===== src/rtl/bip_pkg.sv =====
// rtl/bip_pkg.sv - shared constants and types for the BIP control unit and datapath
//
// Holds the instruction field widths, opcode constants, the control FSM
// state enum and the accumulator / ALU-B source select encodings.
package bip_pkg;

  localparam int OPCODE_W  = 5;
  localparam int OPERAND_W = 11;
  localparam int INSTR_W   = OPCODE_W + OPERAND_W;

  localparam logic [OPCODE_W-1:0] OP_HLT  = 5'b00000;
  localparam logic [OPCODE_W-1:0] OP_STO  = 5'b00001;
  localparam logic [OPCODE_W-1:0] OP_LD   = 5'b00010;
  localparam logic [OPCODE_W-1:0] OP_LDI  = 5'b00011;
  localparam logic [OPCODE_W-1:0] OP_ADD  = 5'b00100;
  localparam logic [OPCODE_W-1:0] OP_ADDI = 5'b00101;
  localparam logic [OPCODE_W-1:0] OP_SUB  = 5'b00110;
  localparam logic [OPCODE_W-1:0] OP_SUBI = 5'b00111;

  // Accumulator source select
  localparam logic [1:0] SEL_A_MEM = 2'd0;
  localparam logic [1:0] SEL_A_IMM = 2'd1;
  localparam logic [1:0] SEL_A_ALU = 2'd2;

  // ALU B operand source select
  localparam logic SEL_B_MEM = 1'b0;
  localparam logic SEL_B_IMM = 1'b1;

  typedef enum logic [2:0] {
    ST_FETCH  = 3'd0,
    ST_DECODE = 3'd1,
    ST_MEM    = 3'd2,
    ST_EXEC   = 3'd3,
    ST_HALT   = 3'd4
  } state_t;

endpackage


===== src/rtl/bip_decoder.sv =====
// rtl/bip_decoder.sv - combinational opcode to control-word decoder
//
// Ports:
//   opcode     in   opcode field instr[15:11]
//   needs_mem  out  instruction reads data memory before executing
//   is_halt    out  instruction is HLT
//   sel_a      out  accumulator source select
//   sel_b      out  ALU B source select
//   op_sub     out  ALU subtract
//   wr_acc     out  accumulator write
//   wr_ram     out  data memory write
// Unlisted opcodes decode to an all-zero word (NOP).
module bip_decoder
  import bip_pkg::*;
(
  input  logic [OPCODE_W-1:0] opcode,
  output logic                needs_mem,
  output logic                is_halt,
  output logic [1:0]          sel_a,
  output logic                sel_b,
  output logic                op_sub,
  output logic                wr_acc,
  output logic                wr_ram
);

  always_comb begin
    needs_mem = 1'b0;
    is_halt   = 1'b0;
    sel_a     = SEL_A_MEM;
    sel_b     = SEL_B_MEM;
    op_sub    = 1'b0;
    wr_acc    = 1'b0;
    wr_ram    = 1'b0;
    case (opcode)
      OP_HLT: is_halt = 1'b1;
      OP_STO: wr_ram = 1'b1;
      OP_LD: begin
        needs_mem = 1'b1;
        sel_a     = SEL_A_MEM;
        wr_acc    = 1'b1;
      end
      OP_LDI: begin
        sel_a  = SEL_A_IMM;
        wr_acc = 1'b1;
      end
      OP_ADD, OP_SUB: begin
        needs_mem = 1'b1;
        sel_a     = SEL_A_ALU;
        sel_b     = SEL_B_MEM;
        op_sub    = (opcode == OP_SUB);
        wr_acc    = 1'b1;
      end
      OP_ADDI, OP_SUBI: begin
        sel_a  = SEL_A_ALU;
        sel_b  = SEL_B_IMM;
        op_sub = (opcode == OP_SUBI);
        wr_acc = 1'b1;
      end
      default: ;
    endcase
  end

endmodule


===== src/rtl/bip_control.sv =====
// rtl/bip_control.sv - multi-cycle control unit of the BIP accumulator processor
//
// Ports:
//   clk, rst       clock (rising edge), asynchronous active-high reset
//   i_instr        program ROM data, valid one cycle after o_pc
//   i_mem_ready    data memory read complete, sampled only in MEM
//   o_pc           program ROM address
//   o_operand      operand latched at decode (address or immediate)
//   o_sel_a        accumulator source select
//   o_sel_b        ALU B source select
//   o_op_sub       ALU subtract
//   o_wr_acc       accumulator write strobe
//   o_wr_ram       data memory write strobe
//   o_rd_ram       data memory read request, held through MEM
//   o_halted       HLT executed
//   o_cycle_count  saturating count of non-halted cycles
module bip_control
  import bip_pkg::*;
#(
  parameter int CNT_W = 16
) (
  input  logic                 clk,
  input  logic                 rst,
  input  logic [INSTR_W-1:0]   i_instr,
  input  logic                 i_mem_ready,
  output logic [OPERAND_W-1:0] o_pc,
  output logic [OPERAND_W-1:0] o_operand,
  output logic [1:0]           o_sel_a,
  output logic                 o_sel_b,
  output logic                 o_op_sub,
  output logic                 o_wr_acc,
  output logic                 o_wr_ram,
  output logic                 o_rd_ram,
  output logic                 o_halted,
  output logic [CNT_W-1:0]     o_cycle_count
);

  state_t              state;
  state_t              state_nxt;
  logic [OPCODE_W-1:0] opcode_q;
  logic [OPCODE_W-1:0] dec_opcode;

  logic       dec_needs_mem;
  logic       dec_is_halt;
  logic [1:0] dec_sel_a;
  logic       dec_sel_b;
  logic       dec_op_sub;
  logic       dec_wr_acc;
  logic       dec_wr_ram;

  // In DECODE the routing decision needs the fresh ROM word; in every other
  // state the decoder sees the latched opcode. Control outputs are only taken
  // in EXEC, so they always come from the registered opcode.
  assign dec_opcode = (state == ST_DECODE) ? i_instr[INSTR_W-1:OPERAND_W] : opcode_q;

  bip_decoder u_decoder (
    .opcode    (dec_opcode),
    .needs_mem (dec_needs_mem),
    .is_halt   (dec_is_halt),
    .sel_a     (dec_sel_a),
    .sel_b     (dec_sel_b),
    .op_sub    (dec_op_sub),
    .wr_acc    (dec_wr_acc),
    .wr_ram    (dec_wr_ram)
  );

  always_ff @(posedge clk or posedge rst) begin
    if (rst) begin
      state         <= ST_FETCH;
      o_pc          <= '0;
      o_operand     <= '0;
      opcode_q      <= '0;
      o_cycle_count <= '0;
    end else begin
      state <= state_nxt;
      if (state == ST_DECODE) begin
        opcode_q  <= i_instr[INSTR_W-1:OPERAND_W];
        o_operand <= i_instr[OPERAND_W-1:0];
      end
      // Natural wrap at 2^OPERAND_W
      if (state == ST_EXEC) begin
        o_pc <= o_pc + OPERAND_W'(1);
      end
      if (state != ST_HALT && o_cycle_count != {CNT_W{1'b1}}) begin
        o_cycle_count <= o_cycle_count + CNT_W'(1);
      end
    end
  end

  always_comb begin
    state_nxt = state;
    o_sel_a   = SEL_A_MEM;
    o_sel_b   = SEL_B_MEM;
    o_op_sub  = 1'b0;
    o_wr_acc  = 1'b0;
    o_wr_ram  = 1'b0;
    o_rd_ram  = 1'b0;
    o_halted  = 1'b0;
    case (state)
      ST_FETCH: state_nxt = ST_DECODE;
      ST_DECODE: begin
        if (dec_is_halt) begin
          state_nxt = ST_HALT;
        end else if (dec_needs_mem) begin
          state_nxt = ST_MEM;
        end else begin
          state_nxt = ST_EXEC;
        end
      end
      ST_MEM: begin
        o_rd_ram = 1'b1;
        if (i_mem_ready) begin
          state_nxt = ST_EXEC;
        end
      end
      ST_EXEC: begin
        o_sel_a   = dec_sel_a;
        o_sel_b   = dec_sel_b;
        o_op_sub  = dec_op_sub;
        o_wr_acc  = dec_wr_acc;
        o_wr_ram  = dec_wr_ram;
        state_nxt = ST_FETCH;
      end
      ST_HALT: o_halted = 1'b1;
      default: state_nxt = ST_FETCH;
    endcase
  end

endmodule

===== config.mk =====
export PLATFORM = sky130hd
export DESIGN_NAME = bip_control
export DESIGN_NICKNAME = d
export VERILOG_FILES = /design/src/rtl/bip_pkg.sv /design/src/rtl/bip_decoder.sv /design/src/rtl/bip_control.sv
export SDC_FILE = /design/constraint.sdc
export NUM_CORES = 1
export LEC_CHECK = 0
export BUFFER_PORTS_ARGS = -buffer_cell sky130_fd_sc_hd__buf_2
export CAP_MARGIN = 10
export CELL_PAD_IN_SITES_DETAIL_PLACEMENT = 0
export CELL_PAD_IN_SITES_GLOBAL_PLACEMENT = 1
export CORE_ASPECT_RATIO = 0.8
export CORE_UTILIZATION = 40
export CTS_CLUSTER_DIAMETER = 120
export DETAILED_ROUTE_END_ITERATION = 8
export GPL_TIMING_DRIVEN = 0
export PLACE_DENSITY_LB_ADDON = 0.1
export SETUP_SLACK_MARGIN = 0.2
export SYNTH_ARGS = -nofsm -noshare
export SYNTH_HDL_FRONTEND = slang
export SYNTH_SLANG_ARGS = --single-unit

===== constraint.sdc =====
create_clock -name clk -period 5.2 [get_ports clk]
set_input_delay 1.56 -clock clk [delete_from_list [all_inputs] [get_ports clk]]
set_output_delay 1.56 -clock clk [all_outputs]
set_load 0.02 [all_outputs]

; Word-level counts from Yosys, hierarchy flattened
; Index checks and enable logic that the tools add are counted.
[word_totals]
ff_bits = 46
inputBits = 19
out_inout_bits = 46
wordCells = 50
[op_classes]
add_sub_neg = 2
eq_ne = 14
mux = 19
n_bitwise = 1
reduce_logical = 9
[op_table]
columns = cell, n
row1 = 5-bit by 3-bit == test with 1-bit output (second input constant), 4
row2 = 16-bit by 1-bit adder with 16-bit output (second input constant), 1
row3 = 16-bit != test (second input constant), 1
row4 = 1-bit 2-to-1 mux, 12
row5 = 3-bit one-hot mux with 4 select lines, 1
row6 = 11-bit by 1-bit adder with 11-bit output (second input constant), 1
row7 = 5-bit by 2-bit == test with 1-bit output (second input constant), 2
row8 = 3-bit by 2-bit == test with 1-bit output (second input constant), 2
row9 = 3-bit 2-to-1 mux, 2
row10 = 6-bit OR reduction, 1
row11 = 5-bit by 1-bit == test with 1-bit output (second input constant), 1
row12 = 5-bit logical NOT, 1
row13 = 5-bit 2-to-1 mux, 1
row14 = 2-bit one-hot mux with 2 select lines, 1
row15 = 2-bit OR reduction, 2
row16 = 4-bit OR reduction, 1
row17 = 3-bit by 1-bit == test with 1-bit output (second input constant), 1
row18 = 3-bit == test (second input constant), 1
row19 = 3-bit logical NOT, 1
row20 = 3-bit != test (second input constant), 1
row21 = 3-bit OR reduction, 1
row22 = 2-bit 2-to-1 mux, 1
row23 = 2-bit != test (second input constant), 1
row24 = 1-bit one-hot mux with 2 select lines, 1
row25 = other kinds (3), 3

; Depth between registers and ports, before layout
[logic_depth]
word_depth = 8
mapped_depth = 7
mapped_depth_nobuf = 7

; Cells and area by module
; A second synthesis with hierarchy kept.
[hier_totals]
hier_cells = 178
area_unflattened_um2 = 2113.3
[modules_own_cells]
columns = module, n_inst, cells_each, area_per_inst_um2, seq_area_each_um2
row1 = bip_control, 1, 166, 2029.4, 1151.1
row2 = bip_decoder, 1, 12, 83.8, 0.0

; Worst setup path before layout
; OpenSTA, ideal clock, no wires.
[synth_path]
path_type = input -> output
from = in i_instr[13]
to = out o_sel_a[0]
t_arrival_ps = 2551
required_ps = 3640
slack_ps = 1089
stages = 2
n_path_buf = 0
cell_sequence = mux2_2 > nor4_1
[synth_via]
elab_chain_len = 5
word_cells_on_any_way = 9
classes_between = eq/ne: 5 / mux: 3 / reduce/logical: 1
[synth_lines]
columns = element, line
row1 = from (decl), bip_control.sv:24  ; input logic [INSTR_W-1:0] i_instr,
row2 = 5-bit 2-to-1 mux (*), --
row3 = 5-bit by 3-bit == test with 1-bit output, bip_decoder.sv:34  ; case (opcode)
row4 = 4-bit OR reduction (no line), --
row5 = 2-bit one-hot mux with 2 select lines (*), bip_decoder.sv:34
row6 = 2-bit 2-to-1 mux (*), bip_control.sv:99  ; case (state)
row7 = to (decl), bip_control.sv:28  ; output logic [1:0] o_sel_a,
; Every way passes the cells marked *; elsewhere a longest branch is shown, timed or not.

; Worst setup path after layout
[layout_path]
from = in i_instr[13]
to = out o_sel_a[0]
[layout_via]
elab_chain_len = 5
word_cells_on_any_way = 9
classes_between = eq/ne: 5 / mux: 3 / reduce/logical: 1
[layout_lines]
columns = element, line
row1 = 5-bit 2-to-1 mux (*), --
row2 = named net dec_opcode[2], bip_control.sv:41  ; logic [OPCODE_W-1:0] dec_opcode;
row3 = 5-bit by 3-bit == test with 1-bit output, bip_decoder.sv:34
row4 = 4-bit OR reduction (no line), --
row5 = 2-bit one-hot mux with 2 select lines (*), bip_decoder.sv:34
row6 = 2-bit 2-to-1 mux (*), bip_control.sv:99
; Mark *: on every way through the listed nets, which the timed path passes. The rest lies on a longest branch.

==> key figures <==
Routing
  – Total wire length after detailed routing: roughly 3.7 mm
  – Count of routing violations after the opening detailed-route iteration: 89
  – Count of unresolved DRC violations after routing: 0
  – Vias per std cell: just under 5
  – Length of the first detailed-routing pass in iterations: 4
  – Remaining antenna violation count after routing: 0
  – Detail-routed net length per standard cell: roughly 12 um
  – Count of vias placed by the detailed router: 1486

Finish
  – Reg area: around 0.0012 mm2
  – Filler cells: about 480
  – Area growth, synth to finish: 24.8%
  – Area used by multi-input combinational logic: ~850 um2
  – Count of inserted antenna diode cells: 0
  – Ratio of cells with drive above 1 in the final layout: 40.1%
  – Final net count: approximately 270

Critical path
  – Worst path max stage delay: 0.27 ns
  – Register-to-register path setup slack: approximately 3.2 ns
  – Start of the worst register-to-register path: o_cycle_count[0]
  – Maximum net fanout on the critical path: 2
  – Kind of cell adding the most delay to the critical path: buffers and inverters
  – Data required time of the worst path: 3.64 ns
  – Cell chain of the critical path: buf_2 -> mux2_2 -> nor4_1 -> buf_2
  – Type of element launching the critical path: input port
  – Critical path capture point type: output pin
  – Endpoint of the worst-slack reg-to-reg timing path: o_cycle_count[1]
  – Critical Setup Path Class: in -> out
  – Cell with the largest stage delay on the worst path: mux2_2
  – Cells on worst reg2reg path: 5
  – Data arrival time of the critical path: between 2 and 2.5 ns
  – Count of buffer and inverter cells on the critical path: 2
  – Most frequent cell on the critical path: buf_2

STA
  – Transition time at the pin with the least slew margin: approximately 0.61 ns
  – Final hold vios: 0
  – Final period util: around three quarters
  – Minimum clock period: a little under 4 ns
  – Worst max-slew margin expressed relative to the limit: between 50% and 60%
  – Maximum clock frequency: 254 MHz
  – # setup viols final: 0
  – Unrepaired setup endpoints after global routing: false
  – Final worst slack: roughly 1.3 ns
  – Post-Route Setup TNS: 0 ns
  – Worst hold-check slack: around 0.47 ns
  – Number of pins exceeding their max-slew limit in the final report: 0
  – Largest clock skew in the final design: a little under 0.009 ns

Yosys
  – Number of enable flip-flop cells after synthesis: 0
  – Share of synthesized flip-flops with an asynchronous set or reset: 100%
  – Count of synthesis-stage warnings from yosys: 0
  – Top FF cell, synth: dfrtp_1
  – Count of different cell masters after synthesis: 38
  – Syn_nets: 195
  – Gate count after technology mapping: 174
  – Share of the yosys chip area belonging to registers: a little under three fifths
  – Synthesis-stage register bit count: 46
  – Syn Area/Cell: between 10 and 15 um2
  – Synthesized cell area: a little over 0.002 mm2

Outcome
  – Status: finished clean

GRT
  – Vias in the first global route: about 1400
  – Global-route usage over all layers: roughly 16%
  – First-pass GRT wire length: ~6.5 mm
  – GRT overflow: 0
  – Initial antenna violation count: 0
  – Maximum number of pins on one net before global-route repair: 40

Floorplanning
  – Standard cell core area: approximately 0.0047 mm2
  – Count of pins on the block boundary: between 60 and 70
  – Initial core utilization: a little over two fifths
  – Die Y-Extent: 65.9 um
  – Die Span X: 81.9 um
  – Number of placement rows: 22
  – DIE AREA: 0.00540 mm2

Min path
  – Worst min path class: reg -> reg
  – End point of the worst hold path: o_pc[10]
  – Worst Hold Launch: o_pc[10]
  – Cell depth of the worst min-delay path: 1

Job
  – Max Cap Violations: 0

Clock network
  – Sink Count: 46
  – Clock root buffer master: clkbuf_8
  – Resized Gates After CTS: 0
  – Maximum count of clock buffers along a single path: 2
  – CTS H-Tree Depth: 2
  – Clock tree from TritonCTS: yes
  – CTS clock-pin slew for the worst setup and hold paths: 0.09 ns
  – Post-CTS Setup Repair Bufs: 0
  – Number of buffers inserted during clock tree synthesis: 5
  – Insertion delay of the later-clocked pin in the worst-skew pair: approximately 0.30 ns
  – Number of buffers inserted by hold repair at cts: 0

Power
  – Leakage power summed over all cells: 1.28 nW
  – Peak supply drop: between 0.3 and 0.4 mV
  – Power per Cell Area: ~540 mW/mm2

Placement
  – Post-Place Worst Slack: about 1.2 ns
  – Number of buffers inserted by port buffering: 64
  – Weighted congestion at the end of routability-driven global placement: ~0.80
  – HPWL after detailed placement: roughly 2.8 mm
-- placed cells by master, fill, tap and decap left out, types with 5 or more instances in the layout --
cell type   n
buf_2      65
dfrtp_1    46
mux2_2     17
nor2_1     14
nand2_1    13
xnor2_1    12
xor2_1     11
nand3_1     8
clkbuf_8    6
inv_1       5
-- cells in the mapped netlist, types with 2 or more instances --
master	instances	area share, %
dfrtp_1	46	56
mux2_2	17	9.4
nor2_1	14	2.6
nand2_1	13	2.4
xnor2_1	12	5.1
xor2_1	11	4.7
nand3_1	8	2.0
inv_1	6	1.1
nand2b_1	4	1.2
nand4_1	4	1.2
and3_1	3	0.92
mux2i_1	3	1.5
nor3_1	3	0.73
nor3b_1	3	1.1
nor4_1	3	0.92
ha_1	2	1.2
-- power breakdown --
group          internal (mW)  switching [mW]
clock                  0.107           0.114
combinational          0.252           0.320
sequential             0.484           0.104
-- layer usage --
layer / wire length (um) / part of all wire (%) / GRT usage [%]
met2: 1540 / 42 / 22.9
met5: 0 / 0 / 0
met3: 271 / 7.3 / 6.21
met4: 56 / 1.5 / 6.58
met1: 1840 / 50 / 21.8
-- area by class of cell --
type	count	area share, %
Sequential cell	46	45.1
Multi-Input combinational cell	118	33.5
Timing Repair Buffer	65	13.3
Clock buffer	7	3.38
Tap cell	60	2.94
Inverter	7	1.03
Buffer	3	0.490
Clock inverter	1	0.196
-- worst max path at each step --
stage                 from         end  slack, ns  depth (start not counted)
2_1_floorplan  i_instr[13]  o_sel_a[0]       1.09                          2
3_3_place_gp   i_instr[13]  o_sel_a[0]       1.25                          4
3_5_place_dp   i_instr[13]  o_sel_a[0]       1.24                          4
4_1_cts        i_instr[13]  o_sel_a[0]       1.25                          4
5_1_grt        i_instr[13]  o_sel_a[0]       1.17                          4
6_report       i_instr[13]  o_sel_a[0]       1.26                          4
-- cells by family (layout without fill, tap and decap cells) --
family          Yosys count  in the layout  synth area share [%]
simple gates             67             67                  17.9
flops                    46             46                  56.3
xor+xnor                 23             23                  9.85
mux                      20             20                  10.8
buf+inv                  10             83                  1.90
compound gates            6              6                  1.96
fa+ha+maj                 2              2                  1.22
-- flip-flops by register name (all words and copies together) (netlist names) --
name and cells:
state 3, opcode_q 5, o_cycle_count 16, o_pc 11, o_operand 11
-- worst reg2reg max path, cell delays in order (launching register included) --
cell	delay, ns
dfrtp_1	0.41
ha_1	0.19
nand3_1	0.18
nor4_2	0.61
nor2_1	0.17
mux2_2	0.30
-- per-stage QoR --
step	utilization [%]	instances	power, mW	cell area (um2)
6_report	53.9	307	1.38	2550
3_3_place_gp	51.5	298	1.17	2440
4_1_cts	53.9	307	1.41	2550
2_1_floorplan	-	174	0.997	2040
3_5_place_dp	52.0	299	1.18	2460
5_1_grt	53.9	307	1.49	2550
Power figures use the tool's default switching activity.
